### config.mk
export PLATFORM = sky130hd
export DESIGN_NAME = ean13_renderer
export DESIGN_NICKNAME = d
export VERILOG_FILES = /design/src/rtl/ean13_renderer.sv
export SDC_FILE = /design/constraint.sdc
export NUM_CORES = 1
export LEC_CHECK = 0
export CELL_PAD_IN_SITES_DETAIL_PLACEMENT = 1
export CELL_PAD_IN_SITES_GLOBAL_PLACEMENT = 2
export CORE_ASPECT_RATIO = 0.9
export CORE_MARGIN = 5
export CORE_UTILIZATION = 40
export DETAILED_ROUTE_END_ITERATION = 10
export PLACE_DENSITY = 0.82
export SLEW_MARGIN = 10
export SYNTH_ARGS = -nofsm -noshare
export SYNTH_HDL_FRONTEND = slang
export SYNTH_SLANG_ARGS = --single-unit
### constraint.sdc
create_clock -name iClk -period 12.5 [get_ports iClk]
set_clock_uncertainty 0.1 [all_clocks]
set_input_delay 3.125 -clock iClk [delete_from_list [all_inputs] [get_ports iClk]]
set_output_delay 3.125 -clock iClk [all_outputs]
set_load 0.005 [all_outputs]
### src/rtl/ean13_renderer.sv
// EAN-13 barcode renderer: draws a 13-digit BCD code as 1-bit bars into an active video stream.
// The code is double-buffered and only swaps at frame start, so a frame never shows a mixed code.
module ean13_renderer #(
   parameter int unsigned H_ACTIVE     = 640,
   parameter int unsigned X_OFFSET     = 16,
   parameter int unsigned MODULE_WIDTH = 3,
   parameter int unsigned Y_START      = 8,
   parameter int unsigned BAR_HEIGHT   = 64,
   parameter logic        BAR_LEVEL    = 1'b0
) (
   input  logic        iClk,
   input  logic        iRstN,
   input  logic        iPixelSync,
   input  logic        iPixelActive,
   input  logic [51:0] iDataCode,
   input  logic        iLoad,
   output logic        oPixelSync,
   output logic        oPixelActive,
   output logic        oPixelData,
   output logic        oCodeError
);
   localparam int unsigned XW = $clog2(H_ACTIVE + 1);
   localparam int unsigned YW = 16;
   localparam int unsigned MW = 4;

   typedef enum logic [2:0] {QUIET, LGUARD, LEFT, MGUARD, RIGHT, RGUARD, DONE} lineStateT;

   lineStateT     state, stateNext, curState;
   logic [XW-1:0] xCnt, xNext;
   logic [YW-1:0] yCnt, yNext;
   logic [MW-1:0] modCnt, modNext;
   logic [2:0]    bitCnt, bitNext, digitCnt, digitNext;
   logic [51:0]   pendingCode, shadowCode, syncCode;
   logic [7:0]    checkSum, checkRem;
   logic [3:0]    checkWant, curDigit;
   logic [5:0]    digitBase, parityBits;
   logic [6:0]    pattern;
   logic          frameLive, codeBad, pixelNext, lineFall, inWindow, inSymbol, barBit, elemLast;

   function automatic logic [6:0] lCode(input logic [3:0] d);
      case (d)
         4'd0:    lCode = 7'b0001101;
         4'd1:    lCode = 7'b0011001;
         4'd2:    lCode = 7'b0010011;
         4'd3:    lCode = 7'b0111101;
         4'd4:    lCode = 7'b0100011;
         4'd5:    lCode = 7'b0110001;
         4'd6:    lCode = 7'b0101111;
         4'd7:    lCode = 7'b0111011;
         4'd8:    lCode = 7'b0110111;
         4'd9:    lCode = 7'b0001011;
         default: lCode = 7'b0000000;
      endcase
   endfunction

   // One bit per left digit (d2 first in the MSB), 1 selects the G set
   function automatic logic [5:0] parityOf(input logic [3:0] d);
      case (d)
         4'd1:    parityOf = 6'b001011;
         4'd2:    parityOf = 6'b001101;
         4'd3:    parityOf = 6'b001110;
         4'd4:    parityOf = 6'b010011;
         4'd5:    parityOf = 6'b011001;
         4'd6:    parityOf = 6'b011100;
         4'd7:    parityOf = 6'b010101;
         4'd8:    parityOf = 6'b010110;
         4'd9:    parityOf = 6'b011010;
         default: parityOf = 6'b000000;
      endcase
   endfunction

   function automatic logic [6:0] reverse7(input logic [6:0] v);
      for (int i = 0; i < 7; i++) reverse7[i] = v[6-i];
   endfunction

   assign syncCode = iLoad ? iDataCode : pendingCode;
   assign lineFall = oPixelActive && !iPixelActive;
   assign inWindow = ({1'b0, yCnt} >= 17'(Y_START)) && ({1'b0, yCnt} < 17'(Y_START + BAR_HEIGHT));

   // Validity of the code that becomes the frame's code at the next sync
   always_comb begin
      checkSum = '0;
      codeBad  = 1'b0;
      for (int k = 1; k <= 12; k++) begin
         if (syncCode[4*(13-k) +: 4] > 4'd9) codeBad = 1'b1;
         checkSum = checkSum + 8'(syncCode[4*(13-k) +: 4]) * ((k % 2 == 0) ? 8'd3 : 8'd1);
      end
      checkRem  = checkSum % 8'd10;
      checkWant = (checkRem == 8'd0) ? 4'd0 : 4'(8'd10 - checkRem);
      if (syncCode[3:0] > 4'd9 || syncCode[3:0] != checkWant) codeBad = 1'b1;
   end

   // Current element and bar bit; the QUIET->LGUARD hand-off happens on the first guard pixel itself
   always_comb begin
      curState = state;
      if (state == QUIET && xCnt == XW'(X_OFFSET)) curState = LGUARD;
      inSymbol   = (curState != QUIET) && (curState != DONE);
      digitBase  = (curState == LEFT) ? 6'd44 - {1'b0, digitCnt, 2'b00} : 6'd20 - {1'b0, digitCnt, 2'b00};
      curDigit   = shadowCode[digitBase +: 4];
      parityBits = parityOf(shadowCode[51:48]);
      pattern    = ~lCode(curDigit);
      if (curState == LEFT)
         pattern = parityBits[3'd5 - digitCnt] ? reverse7(~lCode(curDigit)) : lCode(curDigit);
      barBit   = 1'b0;
      elemLast = 1'b0;
      case (curState)
         LGUARD, RGUARD: begin barBit = (bitCnt != 3'd1); elemLast = (bitCnt == 3'd2); end
         MGUARD:         begin barBit = bitCnt[0];        elemLast = (bitCnt == 3'd4); end
         LEFT, RIGHT:    begin barBit = pattern[3'd6 - bitCnt]; elemLast = (bitCnt == 3'd6); end
         default:        ;
      endcase
   end

   // Next-state and counter update
   always_comb begin
      stateNext = state;
      xNext     = xCnt;
      yNext     = yCnt;
      modNext   = modCnt;
      bitNext   = bitCnt;
      digitNext = digitCnt;
      if (iPixelSync || lineFall) begin
         stateNext = QUIET;
         xNext     = '0;
         modNext   = '0;
         bitNext   = '0;
         digitNext = '0;
         if (iPixelSync)       yNext = '0;
         else if (yCnt != '1)  yNext = yCnt + 1'b1;
      end else if (iPixelActive) begin
         if (xCnt != XW'(H_ACTIVE)) xNext = xCnt + 1'b1;
         if (inSymbol) begin
            stateNext = curState;
            if (modCnt == MW'(MODULE_WIDTH - 1)) begin
               modNext = '0;
               if (elemLast) begin
                  bitNext = '0;
                  case (curState)
                     LGUARD: begin stateNext = LEFT; digitNext = '0; end
                     LEFT:   if (digitCnt == 3'd5) begin stateNext = MGUARD; digitNext = '0; end
                             else digitNext = digitCnt + 1'b1;
                     MGUARD: begin stateNext = RIGHT; digitNext = '0; end
                     RIGHT:  if (digitCnt == 3'd5) begin stateNext = RGUARD; digitNext = '0; end
                             else digitNext = digitCnt + 1'b1;
                     RGUARD: stateNext = DONE;
                     default: ;
                  endcase
               end else begin
                  bitNext = bitCnt + 1'b1;
               end
            end else begin
               modNext = modCnt + 1'b1;
            end
         end
      end
      pixelNext = (frameLive && !oCodeError && !iPixelSync && iPixelActive && inWindow && inSymbol && barBit)
                  ? BAR_LEVEL : ~BAR_LEVEL;
   end

   always_ff @(posedge iClk or negedge iRstN) begin
      if (!iRstN) begin
         state        <= QUIET;
         xCnt         <= '0;
         yCnt         <= '0;
         modCnt       <= '0;
         bitCnt       <= '0;
         digitCnt     <= '0;
         pendingCode  <= '0;
         shadowCode   <= '0;
         frameLive    <= 1'b0;
         oPixelSync   <= 1'b0;
         oPixelActive <= 1'b0;
         oPixelData   <= ~BAR_LEVEL;
         oCodeError   <= 1'b0;
      end else begin
         state        <= stateNext;
         xCnt         <= xNext;
         yCnt         <= yNext;
         modCnt       <= modNext;
         bitCnt       <= bitNext;
         digitCnt     <= digitNext;
         if (iLoad) pendingCode <= iDataCode;
         if (iPixelSync) begin
            shadowCode <= syncCode;
            oCodeError <= codeBad;
            frameLive  <= 1'b1;
         end
         oPixelSync   <= iPixelSync;
         oPixelActive <= iPixelActive;
         oPixelData   <= pixelNext;
      end
   end
endmodule
; ---- Word level (Yosys, flattened, before mapping)
; Memories as Yosys holds them, arrays and structs flattened.
; Cells that the tools add are included.
; W data, S select, Z words.
[word_totals]
register_bits = 148
rom_bits = 368
input_bits = 57
wordCells = 170
memories = 4
[mem_list]
columns = memory, depth, width, read_ports, rd_clocked_by_memory_dff, write_ports, line
row1 = (name not given), 16, 6, 1, 0, 0, 41  ; case (d)
row2 = (name not given), 16, 6, 1, 0, 0, 41
row3 = (name not given), 16, 6, 1, 0, 0, 41
row4 = (name not given), 16, 5, 1, 0, 0, 58  ; case (d)
[op_classes]
addsub = 21
mul = 6
n_div = 1
order_cmp = 17
n_eq_ne = 16
shifts = 1
muxes = 56
bitwise_logic = 2
n_reduce_logical = 33
[op_table]
columns = op, count
row1 = $mux W3, 19
row2 = $gt A4 B4 Y1 const B, 13
row3 = $mux W52, 1
row4 = $shiftx A52 B7 Y4, 1
row5 = $add A8 B6 Y8, 5
row6 = $mul A4 B2 Y6 const B, 6
row7 = $add A8 B4 Y8, 4
row8 = $mux W16, 2
row9 = $mux W10, 3
row10 = $mux W7, 3
row11 = $mux W4, 5
row12 = $add A16 B1 Y16 const B, 1
row13 = $ge A16 B4 Y1 const B, 1
row14 = $lt A16 B7 Y1 const B, 1
row15 = $mux W1, 16
row16 = $ne A16 B16 Y1 const B, 1
row17 = $eq A3 B3 Y1 const B, 5
row18 = $pmux W3 S5, 1
row19 = $not A7 Y7, 2
row20 = $reduce_bool A2 Y1, 6
row21 = $add A10 B1 Y10 const B, 1
row22 = $eq A10 B5 Y1 const B, 1
row23 = $logic_and A1 B1 Y1, 10
row24 = $ne A10 B10 Y1 const B, 1
row25 = 29 further kinds, 44

; ---- Logic depth before layout (Yosys ltp)
[logic_depth]
word_depth = 19
mapped_depth = 42
ltp_nobuf = 35

; ---- Least setup slack after synthesis
; No wires, ideal clock.
[synth_path]
path_type = in2reg
from = input port iLoad
to = register oCodeError
setup_time_ns = 0.128
t_arrival_ns = 13.253
required_ns = 12.272
setup_slack_ns = -0.981
cell_stages = 39
path_cell_list = clkbuf_1 clkbuf_1 clkbuf_1 clkbuf_1 mux2i_1 fa_1 fa_1 inv_1 fa_1 fa_1 fa_1 inv_1 fa_1 inv_1 ha_1 buf_6 a211o_1 a2111oi_0 [... 3 more ...] inv_1 a2bb2oi_1 a21oi_1 o31a_1 clkbuf_1 a2111oi_0 o21ai_1 and3_1 buf_6 nor2_2 nor3_1 a21oi_1 ha_1 a311o_1 or3_1 a211oi_2 or2_1 a31oi_1
[synth_between]
elab_chain_cells = 19
elab_cells_between_ends = 50
classes_between = add/sub (12) / mul (6) / div (1) / order compare (13) / eq/ne (1) / mux (15) / reduce/logical (2)
[synth_rtl]
columns = element, line
row1 = start: declaration, 16  ; input logic iLoad,
row2 = $mux W52 *, -
row3 = $mul A4 B2 Y6, 86  ; checkSum = checkSum + 8'(syncCode[4*(13-k) +: 4]) * ((k % 2 == 0) ? 8'd3 : 8'd1);
row4 = $add A4 B6 Y7, 86
row5 = $add A7 B4 Y8, 86
row6 = $add A8 B6 Y8, 86
row7 = $add A8 B4 Y8, 86
row8 = $add A8 B6 Y8, 86
row9 = $add A8 B4 Y8, 86
row10 = [... 3 more ...], -
row11 = $add A8 B4 Y8, 86
row12 = $add A8 B6 Y8, 86
row13 = $mod A8 B4 Y8, 88  ; checkRem = checkSum % 8'd10;
row14 = $sub A4 B4 Y4 / $logic_not A8 Y1 (equally long branches), 89  ; checkWant = (checkRem == 8'd0) ? 4'd0 : 4'(8'd10 - checkRem);
row15 = $mux W4, 89
row16 = $ne A4 B4 Y1, 90  ; if (syncCode[3:0] > 4'd9 || syncCode[3:0] != checkWant) codeBad = 1'b1;
row17 = $logic_or A1 B1 Y1, 90
row18 = $mux W1 *, 90
row19 = end signal: assignment, 185  ; oCodeError <= codeBad;
row20 = end: declaration, 20  ; output logic oCodeError
; Mark *: on every way between the ends. The rest lies on a longest branch, timed or not.
; A chain may end at the register's enable or synchronous reset.

; ---- Worst setup path in the final report
[layout_path]
from = input port iDataCode[9]
to = register oCodeError
[layout_between]
elab_chain_cells = 9
elab_cells_between_ends = 13
classes_between = add/sub (3) / div (1) / order compare (1) / eq/ne (1) / mux (5) / reduce/logical (2)
[layout_rtl]
columns = element, line
row1 = start: declaration, 15  ; input logic [51:0] iDataCode,
row2 = $mux W52 *, -
row3 = net syncCode[9], 33  ; logic [51:0] pendingCode, shadowCode, syncCode;
row4 = $add A8 B4 Y8, 86
row5 = $add A8 B6 Y8, 86
row6 = $mod A8 B4 Y8, 88
row7 = $sub A4 B4 Y4 / $logic_not A8 Y1 (equally long branches), 89
row8 = $mux W4, 89
row9 = $ne A4 B4 Y1, 90
row10 = $logic_or A1 B1 Y1, 90
row11 = $mux W1 *, 90
; The timed path passes the listed nets; every way through them passes the cells marked *.

==> key figures <==
Floorplan
  • Full die area: 29500 um2
  • Initial Util: 40.3%
  • Placement row count: 56
  • Core Region: 25900 um2
  • Die X-Extent: 180 um
  • Die H: 163 um
  • I/O pin total: 61

Synthesis
  • Post-synthesis cell count: 1057
  • XOR/XNOR Fraction of Synth Area: 3.09%
  • Synth Area in Adders: 17.8%
  • Syn Area/Cell: 9.89 um2
  • Largest family of logic cells by synthesized area: adder cells
  • Mapped cell area: 10500 um2
  • Post-synth EDFFs: 0
  • Post-synth ARST share: 100%
  • Multiplexer share of the synthesized area: 11.2%
  • Sequential area share after synthesis: 35.4%
  • Net count after synthesis: 1225
  • Simple logic cell fraction of the synthesized area: 11.8%
  • Netlist cell types: 81
  • Ys flop type: dfrtp_1
  • Compound-Gate Fraction of Synth Area: 13.4%
  • Seq cells post-synth: 148
  • Yosys warns: 0

Clock network
  • Clock-pin slew on the worst setup and hold paths: 0.06 ns
  • # Post-CTS Setup Buffers: 0
  • Skew-Pair Late Insertion Delay: 0.44 ns
  • H-tree levels: 4
  • Cts hold-fix bufs: 0
  • Maximum clock path buffer count: 2
  • PostCTS Resize Cnt: 0
  • CTS Sinks: 148
  • CTS tree: done
  • CTS root buf: clkbuf_16
  • CTS buffer count: 17

Drt
  • Routed wire length: 29600 um
  • DRC: 0
  • ANT nets after route: 0
  • Vias per cell: 5.35
  • Iteration-0 DRC Markers: 460
  • Vias post-DR: 8142
  • Drt pass-1 iters: 5
  • Routed WL per cell: 19.4 um

Layout
  • Fin nets: 1329
  • Fillers: 2923
  • N_diodes: 0
  • Area Overhead vs Synth: 19.3%
  • Layout cells sized above 1: 14.8%
  • Final std cells w/o fill: 1522
  • Fin area: 12500 um2

Global routing
  • Total track usage: 20.9%
  • Grt ovf: 0
  • Vias in the first global route: 8794
  • Largest net degree at the start of global routing: 87
  • First-pass GRT wire length: 48900 um
  • Antenna violations before repair: 0

Hold path
  • Hold Path Stages: 1
  • HP Class: register to register
  • HP Start: frameLive
  • WHS Endpoint: frameLive

Timing
  • F_max: 0.0829 GHz
  • Final hold violation count: 0
  • Setup Viol. Count Final: 0
  • Min cycle time layout: 12.07 ns
  • Slew at the pin closest to its max-slew limit: 0.902 ns
  • Relative max-transition margin: 38.1%
  • Crit share post-route: 96.5%
  • Fin. max-slew vios: 0

Placement
  • Hpwl dp: 22600 um
  • Dpl cells: 1490
  • Area of placed instances: 11800 um2
  • Placer Congestion: 0.867
  • IO Port Bufs: 60

Worst setup path
  • R2R Setup Slk: 3.22 ns
  • Most Frequent Cell on Critical Path: fa_1
  • Critical path launch point type: primary input
  • CP endpoint kind: register
  • WP data arrival: 12.27 ns
  • Largest stage delay on the critical path: 0.64 ns
  • Required time of the critical path: 12.70 ns
  • CP max stage cell: fa_1
  • Worst R2R Path Depth: 32
  • RR Endpoint: oCodeError
  • FF-to-FF Start: pendingCode[9]
  • Crit-path max FO: 5
  • Setup Crit Path Kind: primary input to register

Job
  • Max Cap Viol: 0

Run status
  • Outcome: finished clean
## stage by stage
stage / utilization [%] / worst slack [ns] / TNS (ns) / hold slack, ns
2_1_floorplan: - / 0.0354 / 0 / 0.330
3_3_place_gp: 45.6 / 0.0804 / 0 / 0.366
3_5_place_dp: 45.6 / -0.0910 / -0.0910 / 0.367
4_1_cts: 47.9 / 0.303 / 0 / 0.386
5_1_grt: 48.1 / -0.00233 / -0.00233 / 0.401
6_report: 48.1 / 0.433 / 0 / 0.387
## sequential cells by signal (all words and copies together), names as in the netlist
register	count
oPixelActive	1
shadowCode	52
bitCnt	3
oPixelSync	1
frameLive	1
pendingCode	52
modCnt	4
state	3
oCodeError	1
xCnt	10
oPixelData	1
yCnt	16
digitCnt	3
## final cells by class
cell class / instances / area [um2] / area share (%)
clock buffer: 17 / 425 / 3.41
clock inverter: 15 / 171 / 1.37
multi-input combinational: 715 / 6050 / 48.5
tap: 348 / 435 / 3.49
sequential: 148 / 3700 / 29.7
inverter: 150 / 563 / 4.51
timing repair buffer: 129 / 1120 / 8.97
## worst max-delay path by stage
| stage | from | end | slack, ns | cells past startpoint |
|---|---|---|---|---|
| 6_report | iDataCode[9] | oCodeError | 0.43 | 33 |
| 2_1_floorplan | iLoad | oCodeError | 0.04 | 37 |
| 3_3_place_gp | iLoad | oCodeError | 0.08 | 35 |
| 5_1_grt | iLoad | oCodeError | -0.002 | 38 |
| 3_5_place_dp | iLoad | oCodeError | -0.09 | 33 |
| 4_1_cts | iLoad | oCodeError | 0.30 | 34 |
## worst max-delay path: cells and delay by family
family,cells,cell delay [ns]
mux,1,0.27
compound gates,11,2.47
simple gates,6,1.23
fa+ha+maj,9,4.31
buf+inv,6,0.86
## Yosys cell counts, types with 5 or more instances
cell type | number | area [um2]
mux2_2 | 24 | 270
nand4_1 | 11 | 68.8
nand3_1 | 25 | 125
nor4_1 | 10 | 62.6
a22oi_1 | 6 | 45.0
clkbuf_1 | 32 | 120
fa_1 | 63 | 1260
a21oi_1 | 98 | 490
nand2b_1 | 5 | 31.3
dfrtp_1 | 147 | 3680
o2bb2ai_1 | 5 | 43.8
a21o_1 | 7 | 52.6
or3_1 | 7 | 43.8
and3_1 | 5 | 31.3
nor2_1 | 96 | 360
mux4_2 | 14 | 315
nand2_1 | 43 | 161
xor2_1 | 18 | 158
a31oi_1 | 6 | 37.5
ha_1 | 48 | 601
mux2i_1 | 57 | 571
o21ai_0 | 35 | 175
nor3_1 | 17 | 85.1
inv_1 | 149 | 559
xnor2_1 | 17 | 149
a211oi_1 | 7 | 52.6
and4_1 | 6 | 52.6
## cell families (layout without fill, tap and decap cells)
| logic type | after synthesis | in the layout |
|---|---|---|
| AOI/OAI and AO/OA | 220 | 220 |
| xor gates and xnor gates | 36 | 36 |
| adders and majority gates | 111 | 111 |
| buffers and inverters | 194 | 311 |
| DFF | 148 | 148 |
| muxes | 96 | 96 |
| and+or+nand+nor | 252 | 252 |
## per-layer routing
metal	wire [um]	global-route usage, %	vias to the layer above
met3	971	3.90	35
met5	0	0	-
met1	14400	29.9	4153
met4	457	4.81	0
li1	-	-	3827
met2	13700	33.3	127
## cells in the final DEF (no fill, tap or decap), types with 43 or more instances in the layout
cell type / count
a21oi_1: 98
buf_4: 70
fa_1: 63
inv_1: 149
ha_1: 48
mux2i_1: 53
clkdlybuf4s50_1: 57
nor2_1: 96
dfrtp_1: 147
nand2_1: 43
Power is left out: the tool's default activity adds up to more than one toggle a clock period on the data nets, which glitch-free logic cannot reach.
